[src/rtl/spi_pkg.sv]
`default_nettype none
// spi_pkg: shared state encodings and default word width for the SPI slave.
// Rev 1.0
package spi_pkg;

  localparam int DEFAULT_DATA_WIDTH = 8;

  typedef enum logic [1:0] {
    IDLE  = 2'd0,
    LOAD  = 2'd1,
    SHIFT = 2'd2
  } state_t;

endpackage
`default_nettype wire

[src/rtl/spi_sync.sv]
`default_nettype none
// spi_sync: multi-stage synchroniser for one asynchronous pin with rise/fall pulses.
// Rev 1.0
module spi_sync #(
  parameter int STAGES = 2
) (
  input  logic clk,
  input  logic reset,
  input  logic async_in,
  output logic rise,
  output logic fall
);

  logic [STAGES-1:0] chain;
  logic              prev;
  logic              level;

  // Reset to 0 so a pin already low when reset releases never reads as a falling edge.
  always_ff @(posedge clk) begin
    if (reset) begin
      chain <= '0;
      prev  <= 1'b0;
    end else begin
      chain <= {chain[STAGES-2:0], async_in};
      prev  <= chain[STAGES-1];
    end
  end

  assign level = chain[STAGES-1];
  assign rise  = level & ~prev;
  assign fall  = ~level & prev;

endmodule
`default_nettype wire

[src/rtl/spi_slave.sv]
`default_nettype none
// spi_slave: mode-0 SPI slave endpoint, oversampled by clk, MSB first, cs active-low.
// Rev 1.0
module spi_slave
  import spi_pkg::*;
#(
  parameter int DATA_WIDTH  = DEFAULT_DATA_WIDTH,
  parameter int SYNC_STAGES = 2
) (
  input  logic                  clk,
  input  logic                  reset,
  input  logic                  spi_clk,
  input  logic                  cs,
  input  logic                  mosi,
  output logic                  miso,
  input  logic [DATA_WIDTH-1:0] tx_data,
  input  logic                  tx_load,
  output logic                  tx_ready,
  output logic [DATA_WIDTH-1:0] rx_data,
  output logic                  rx_valid,
  output logic                  underrun,
  output logic [1:0]            state
);

  localparam int               CNT_W    = $clog2(DATA_WIDTH);
  localparam logic [CNT_W-1:0] LAST_BIT = CNT_W'(DATA_WIDTH - 1);

  logic                   sck_rise;
  logic                   sck_fall;
  logic                   cs_rise;
  logic                   cs_fall;
  logic [SYNC_STAGES-1:0] mosi_chain;
  logic                   mosi_sync;

  state_t                 state_q;
  state_t                 state_d;
  logic [CNT_W-1:0]       bit_cnt;
  logic [DATA_WIDTH-1:0]  rx_shift;
  logic [DATA_WIDTH-1:0]  tx_shift;
  logic [DATA_WIDTH-1:0]  tx_buf;
  logic                   reload;
  logic                   accept;
  logic [DATA_WIDTH-1:0]  reload_word;

  spi_sync #(.STAGES(SYNC_STAGES)) u_sck_sync (
    .clk      (clk),
    .reset    (reset),
    .async_in (spi_clk),
    .rise     (sck_rise),
    .fall     (sck_fall)
  );

  spi_sync #(.STAGES(SYNC_STAGES)) u_cs_sync (
    .clk      (clk),
    .reset    (reset),
    .async_in (cs),
    .rise     (cs_rise),
    .fall     (cs_fall)
  );

  // mosi shares the spi_clk latency so the sampled bit lines up with the rise pulse.
  always_ff @(posedge clk) begin
    if (reset) mosi_chain <= '0;
    else       mosi_chain <= {mosi_chain[SYNC_STAGES-2:0], mosi};
  end
  assign mosi_sync = mosi_chain[SYNC_STAGES-1];

  always_ff @(posedge clk) begin
    if (reset) state_q <= IDLE;
    else       state_q <= state_d;
  end

  always_comb begin
    state_d = state_q;
    unique case (state_q)
      IDLE:    if (cs_fall) state_d = LOAD;
      LOAD:    state_d = cs_rise ? IDLE : SHIFT;
      SHIFT:   if (cs_rise) state_d = IDLE;
      default: state_d = IDLE;
    endcase
  end

  assign state = state_q;

  // A word boundary inside SHIFT is the falling edge that follows the last rise (bit_cnt wrapped).
  assign reload = !cs_rise &&
                  ((state_q == LOAD) || (state_q == SHIFT && sck_fall && bit_cnt == '0));
  assign accept = tx_load && tx_ready;

  always_comb begin
    reload_word = '0;
    if (!tx_ready)    reload_word = tx_buf;
    else if (tx_load) reload_word = tx_data;
  end

  always_ff @(posedge clk) begin
    if (reset) begin
      miso     <= 1'b0;
      tx_ready <= 1'b1;
      rx_data  <= '0;
      rx_valid <= 1'b0;
      underrun <= 1'b0;
      bit_cnt  <= '0;
      rx_shift <= '0;
      tx_shift <= '0;
      tx_buf   <= '0;
    end else begin
      rx_valid <= 1'b0;

      if (reload) begin
        tx_shift <= reload_word;
        miso     <= reload_word[DATA_WIDTH-1];
        tx_ready <= 1'b1;
        if (tx_ready && !tx_load) underrun <= 1'b1;
        if (state_q == LOAD) bit_cnt <= '0;
      end else if (accept) begin
        tx_buf   <= tx_data;
        tx_ready <= 1'b0;
      end

      if (state_q != IDLE && cs_rise) begin
        bit_cnt <= '0;
        miso    <= 1'b0;
      end else if (state_q == SHIFT) begin
        if (sck_rise) begin
          rx_shift <= {rx_shift[DATA_WIDTH-2:0], mosi_sync};
          if (bit_cnt == LAST_BIT) begin
            rx_data  <= {rx_shift[DATA_WIDTH-2:0], mosi_sync};
            rx_valid <= 1'b1;
            bit_cnt  <= '0;
          end else begin
            bit_cnt <= bit_cnt + CNT_W'(1);
          end
        end else if (sck_fall && bit_cnt != '0) begin
          tx_shift <= tx_shift << 1;
          miso     <= tx_shift[DATA_WIDTH-2];
        end
      end
    end
  end

endmodule
`default_nettype wire

[config.mk]
export PLATFORM = sky130hd
export DESIGN_NAME = spi_slave
export DESIGN_NICKNAME = d
export VERILOG_FILES = /design/src/rtl/spi_pkg.sv /design/src/rtl/spi_sync.sv /design/src/rtl/spi_slave.sv
export SDC_FILE = /design/constraint.sdc
export NUM_CORES = 1
export LEC_CHECK = 0
export BUFFER_PORTS_ARGS = -buffer_cell sky130_fd_sc_hd__buf_2
export CAP_MARGIN = 20
export CORE_MARGIN = 2
export CORE_UTILIZATION = 45
export CTS_CLUSTER_DIAMETER = 50
export DETAILED_ROUTE_END_ITERATION = 7
export PLACE_DENSITY_LB_ADDON = 0.15
export SYNTH_ARGS = -nofsm -noshare
export SYNTH_HDL_FRONTEND = slang
export SYNTH_SLANG_ARGS = --single-unit
[constraint.sdc]
create_clock -name clk -period 2.1 [get_ports clk]
set_input_delay 0.42 -clock clk [delete_from_list [all_inputs] [get_ports clk]]
set_output_delay 0.42 -clock clk [all_outputs]
set_load 0.03 [all_outputs]
### Word level (Yosys, flattened, before mapping)

Cells that the tools add are included.

* $lt $le $gt $ge: 0
* equal/unequal tests: 5
* $mul: 0
* multiplexer cells: 21
* shift-type cells: 0
* bitwise logic cells: 12
* $add $sub $neg: 1
* reductions and logical operators: 22
* div/mod/pow operators: 0

Operators with widths (number)
* 8-bit 2-to-1 mux: 7
* 3-bit 2-to-1 mux: 5
* 1-bit inverter: 8
* 1-bit logical AND: 7
* 2-bit 2-to-1 mux: 3
* 2-bit case mux with 3 select lines: 1
* 2-bit AND reduction: 3
* 1-bit 2-to-1 mux: 5
* 1-bit AND: 4
* 2-bit inequality test (second input constant): 2
* 4-bit AND reduction: 1
* 2-bit OR reduction: 2
* 4-bit OR reduction: 1
* 3-bit by 1-bit adder with 3-bit output (second input constant): 1
* 3-bit equality test (second input constant): 1
* 3-bit logical NOT: 1
* 3-bit AND reduction: 1
* 3-bit nonzero test: 1
* 2-bit by 1-bit equality test with 1-bit output (second input constant): 1
* 2-bit equality test (second input constant): 1
* 1-bit logical NOT: 2
* 2-bit logical NOT: 1
* 2-bit nonzero test: 1
* 1-bit logical OR: 1

* word-level logic and storage cells: 76
* memories kept: 0
* bits in writable memories: 0
* output and inout bits: 14
* input port bits: 14
* flip-flop bits (word level): 48
* latch bits: 0
* memory bits (read-only): 0

### Depth between registers and ports, before layout

* depth in word-level cells: 11
* mapped depth: 8
* depth with buffers taken out: 6

### Cells and area by module

A second synthesis with hierarchy kept.

* cell total of the unflattened synthesis: 217
* area, all modules: 1983.2 um^2

By module, submodules not included
* spi_slave: times used 1, seq. area each 820.8 um^2, cells each 201, area each 1800.5 um^2
* spi_sync: times used 2, seq. area each 60.1 um^2, cells each 8, area each 91.3 um^2

### Least setup slack after synthesis

Ideal clock, no wire load.

* path kind: register -> register
* from: reg state_q[0], in the netlist state[0]
* to: reg tx_shift[0]
* cell stages (with the launch flop): 6
* setup time: 0.068 ns
* clock period less this slack: 1.712 ns
* arrival: 1.644 ns
* buffers on the path: 1
* data required time: 2.032 ns
* slack: 0.388 ns
* path through: dfxtp_1 -> and4bb_4 -> nor2b_4 -> buf_6 -> or4_4 -> a21oi_2

* longest elaborated chain between the ends: 10
* elaborated cells on any way between the ends: 13
* classes of those cells: 2 x eq/ne; 5 x mux; 6 x reduce/logical

Ends and longest elaborated chain
* from (decl): RTL line spi_slave.sv:35 `state_t state_q;`
* from (signal assigned): RTL line spi_slave.sv:70 `else state_q <= state_d;`
* 2-bit equality test: RTL line spi_slave.sv:87, spi_slave.sv:124
* 1-bit logical AND (2 in series): RTL line spi_slave.sv:87 `((state_q == LOAD) || (state_q == SHIFT && sck_fall && bit_cnt == '0));`
* 1-bit logical OR: RTL line spi_slave.sv:87
* 1-bit logical AND: RTL line spi_slave.sv:86 `assign reload = !cs_rise &&`
* 8-bit 2-to-1 mux: RTL line spi_slave.sv:110 `if (reload) begin`
* 8-bit 2-to-1 mux: RTL line spi_slave.sv:134 `end else if (sck_fall && bit_cnt != '0) begin`
* 8-bit 2-to-1 mux: RTL line spi_slave.sv:125 `if (sck_rise) begin`
* 8-bit 2-to-1 mux: RTL line spi_slave.sv:124 `end else if (state_q == SHIFT) begin`
* 8-bit 2-to-1 mux (*): RTL line spi_slave.sv:121 `if (state_q != IDLE && cs_rise) begin`
* to (signal assigned): RTL line spi_slave.sv:111 `tx_shift <= reload_word;`
* to (signal assigned): RTL line spi_slave.sv:135 `tx_shift <= tx_shift << 1;`
* to (decl): RTL line spi_slave.sv:39 `logic [DATA_WIDTH-1:0] tx_shift;`

Every way passes the cells marked *; elsewhere a longest branch is shown, timed or not.
A chain may end at the register's enable or synchronous reset.

### Worst setup path after layout

* from: reg tx_ready
* to: out tx_ready

RTL lines
* from (decl): RTL line spi_slave.sv:18 `output logic tx_ready,`
* from (signal assigned): RTL line spi_slave.sv:99 `tx_ready <= 1'b1;`
* from (signal assigned): RTL line spi_slave.sv:113 `tx_ready <= 1'b1;`
* from (signal assigned): RTL line spi_slave.sv:118 `tx_ready <= 1'b0;`

No word-level cell between the ends.

==> results.cfg <==
[run_status]
status = complete, no violations

[cells_and_area]
stdcell_area_mm2 = 0.002308
num_antenna_cells = 0
ratio_of_cells_with_drive_above_1_in_the_final_layout_pct = 20.08
finish.net_count = 265
area_delta_synth_final_pct = 13.26

[cts]
cts-htree-levels = 2
cts-hold-fix-buffers = 0
cts.sinks = 47
number_of_buffers_inserted_by_post_cts_setup_repair = 0
clock_insertion_delay_worst_skew_ns = 0.30
clk_pin_slew_ns = 0.09
cts_buffer_depth = 2
root_buffer = clkbuf_8
number_of_buffers_created_by_cts = 5
post_cts.resized_instances = 0
tritoncts = yes

[die]
die_height_um = 71.30
die_w_um = 71.30
core_mm2 = 0.004354
die_outline_area_mm2 = 0.005084
effective_utilization_at_floorplan_pct = 46.81
design.portCount = 28
floorplan.rows = 24

[synthesis]
ys.flop_type = dfxtp_1
synthMostInstantiatedCell = dfxtp_1
syn_area_mm2 = 0.002038
synthDominantAreaCellType = dfxtp_1
syn_inst = 227
synth_enable_flop_cells = 0
seq_area_frac_synth_pct = 46.16
netlist_top_cells_area = dfxtp_1 (46%), mux2i_1 (7.9%), nand2b_1 (5.5%)
ys_types = 34
synthDominantCellAreaShare_pct = 46.16
ys_warn_count = 0
synth_common_cells = dfxtp_1 (47), nor2_1 (21), nand2b_1 (18)
syn-num-nets = 244
syn_avg_cell_area_um2 = 8.979
yosys_register_bits = 47
synth-async-reset-ratio_pct = 0

[worst_hold_path]
worst_hold_path_type = in -> reg
worst_hold_path.num_cells = 2

[sta]
setup_ws_ns = 0.3425
grt_setup_unrepaired = no
timing.final.hold_violations = 0
final-setup-viol-count = 0
period_minus_slack_ns = 1.758
setup_total_negative_slack_ns = 0
tightest_slew_ns = 0.6180
final_min_period_over_clock_period_pct = 83.69
slew_headroom_pct = 58.74
final.setup_skew_ns = 0.008723
final_max_slew_viol_count = 0
timing.fmax_mhz = 569.0

[route]
route.detailed.vias_per_inst = 5.259
detail_route.first_pass.iterations = 4
vias = 1583
drt-initial-drc-count = 88
final_antenna_net_count = 0
wl_per_cell_um = 12.87
post-route-drc-count = 0
routed_wirelength_um = 3875

[power]
clock_share_of_power_pct = 39.4
max-vdd-ir-drop_mv = 0.4236
power_per_cell_area_mw_per_mm2 = 753.2
total_switching_power_uw = 385.1
power_leakage_nw = 0.9706
seqPwrFrac_pct = 53.5
post-layout-total-power_mw = 1.739
switching_share_pct = 22.15
internal_power_mw = 1.354
power_frac_comb_pct = 7.1

[placement]
dpl.hpwl_um = 2641
post_dp_cell_area_mm2 = 0.002191
routabilityCongestion = 0.7372
post-place-ws_ns = 0.3486
port_buffers = 27

[global_route]
gr-usage-all-layers_pct = 16.15
grt_start_max_net_pins = 32
grt_pass1_wl_um = 6582
grt_pass1_vias = 1487
grt_antenna_before_repair = 0
grt_overflow = 0

[worst_setup_path]
setup_slack_on_the_worst_flop_to_flop_path_ns = 0.34
critPathLaunch = tx_ready
worstPathBufferInverterCount = 1
critPathCaptureType = output port
crit_family = flip-flops
timing.critical_path.cells = buf_2
critical_path.startpoint_type = flip-flop
cp-endpoint = tx_ready
timing.rr.end = rx_data[4]
cp_num_cells = 1
critical-path-max-stage-delay_ns = 0.72
critical_path_class = reg -> out
cp_data_required_time_ns = 1.68
crit_path_top_delay_cell = dfxtp_1
worst_r2r_startpoint = state[1]
cp.arrival_ns = 1.34
worstRegToRegCells = 4
critical_path.max_fanout = 19

[flow_run]
max-cap-violations = 0
## worst min-delay path by stage
stage,startpoint,to,slack [ns]
final,cs,u_cs_sync.chain[0],0.33
after global routing,spi_clk,u_sck_sync.chain[0],0.32
after CTS,spi_clk,u_sck_sync.chain[0],0.33
after detailed placement,mosi_chain[0],mosi_chain[1],0.43
after global placement,mosi_chain[0],mosi_chain[1],0.42
after floorplan,mosi_chain[0],mosi_chain[1],0.41
## per-layer routing
layer | part of all wire (%) | routed length (µm) | global-route usage (%) | vias up
li1 | - | - | - | 820
met1 | 50 | 1947 | 21.01 | 733
met2 | 45 | 1738 | 25.72 | 23
met3 | 3.1 | 121 | 3.797 | 7
met4 | 1.8 | 68 | 6.918 | 0
met5 | 0 | 0 | 0 | -
## power by group through the flow
stage | Combinational [mW] | Sequential [mW] | Clock, mW
floorplan | 0.0915 | 0.948 | 0
global placement | 0.124 | 0.951 | 0
detailed placement | 0.124 | 0.952 | 0
CTS | 0.125 | 0.931 | 0.704
global route | 0.138 | 0.935 | 0.729
finish | 0.123 | 0.931 | 0.685
## sequential cells by signal (all words and copies together), names as in the netlist
name              count
u_sck_sync.prev       1
u_cs_sync.chain       2
u_sck_sync.chain      2
underrun              1
state                 2
miso                  1
tx_shift              7
u_cs_sync.prev        1
tx_ready              1
tx_buf                8
rx_data               8
bit_cnt               3
rx_valid              1
rx_shift              7
mosi_chain            2
## cell families (layout without fill, tap and decap cells)
family,Yosys count,after routing,synth area share [%]
simple gates,92,92,24.92
compound gates,47,47,14.06
flops,47,47,46.16
buf+inv,21,43,4.727
mux,16,16,7.857
fa+ha+maj,3,3,1.842
xor+xnor,1,1,0.4298
## cells in the final DEF (no fill, tap or decap), types with 2 or more instances in the layout
| cell type | Yosys | routed |
|---|---|---|
| a21oi_1 | 17 | 17 |
| a21oi_2 | 2 | 2 |
| a22oi_1 | 3 | 3 |
| a31oi_1 | 7 | 7 |
| and2_1 | 6 | 6 |
| buf_2 | 2 | 27 |
| buf_4 | 0 | 5 |
| clkbuf_8 | 0 | 6 |
| dfxtp_1 | 47 | 47 |
| ha_1 | 3 | 3 |
| inv_1 | 3 | 3 |
| mux2i_1 | 16 | 16 |
| nand2_1 | 15 | 15 |
| nand2b_1 | 18 | 18 |
| nand3_1 | 9 | 9 |
| nor2_1 | 21 | 21 |
| nor2b_1 | 12 | 12 |
| nor3_1 | 2 | 2 |
| o21ai_0 | 2 | 2 |
| o22ai_1 | 12 | 12 |
| or2_2 | 2 | 2 |
## area by class of cell
type / count / area (µm²)
Clock inverter: 2 / 35.03
Timing Repair Buffer: 32 / 172.7
Sequential cell: 47 / 940.9
Multi-Input combinational cell: 159 / 1001
Clock buffer: 6 / 82.58
Tap cell: 52 / 65.06
Fill cell: 437 / 2046
Inverter: 3 / 11.26
## per-stage QoR
step,std cells,hold slack [ns],utilization [%]
6_report,301,0.3322,53.02
5_1_grt,301,0.3229,53.02
4_1_cts,301,0.3251,53.02
3_5_place_dp,293,0.4297,50.32
3_3_place_gp,293,0.4199,50.32
2_1_floorplan,227,0.4138,-
Note: power is estimated with default switching activity, not from simulation.
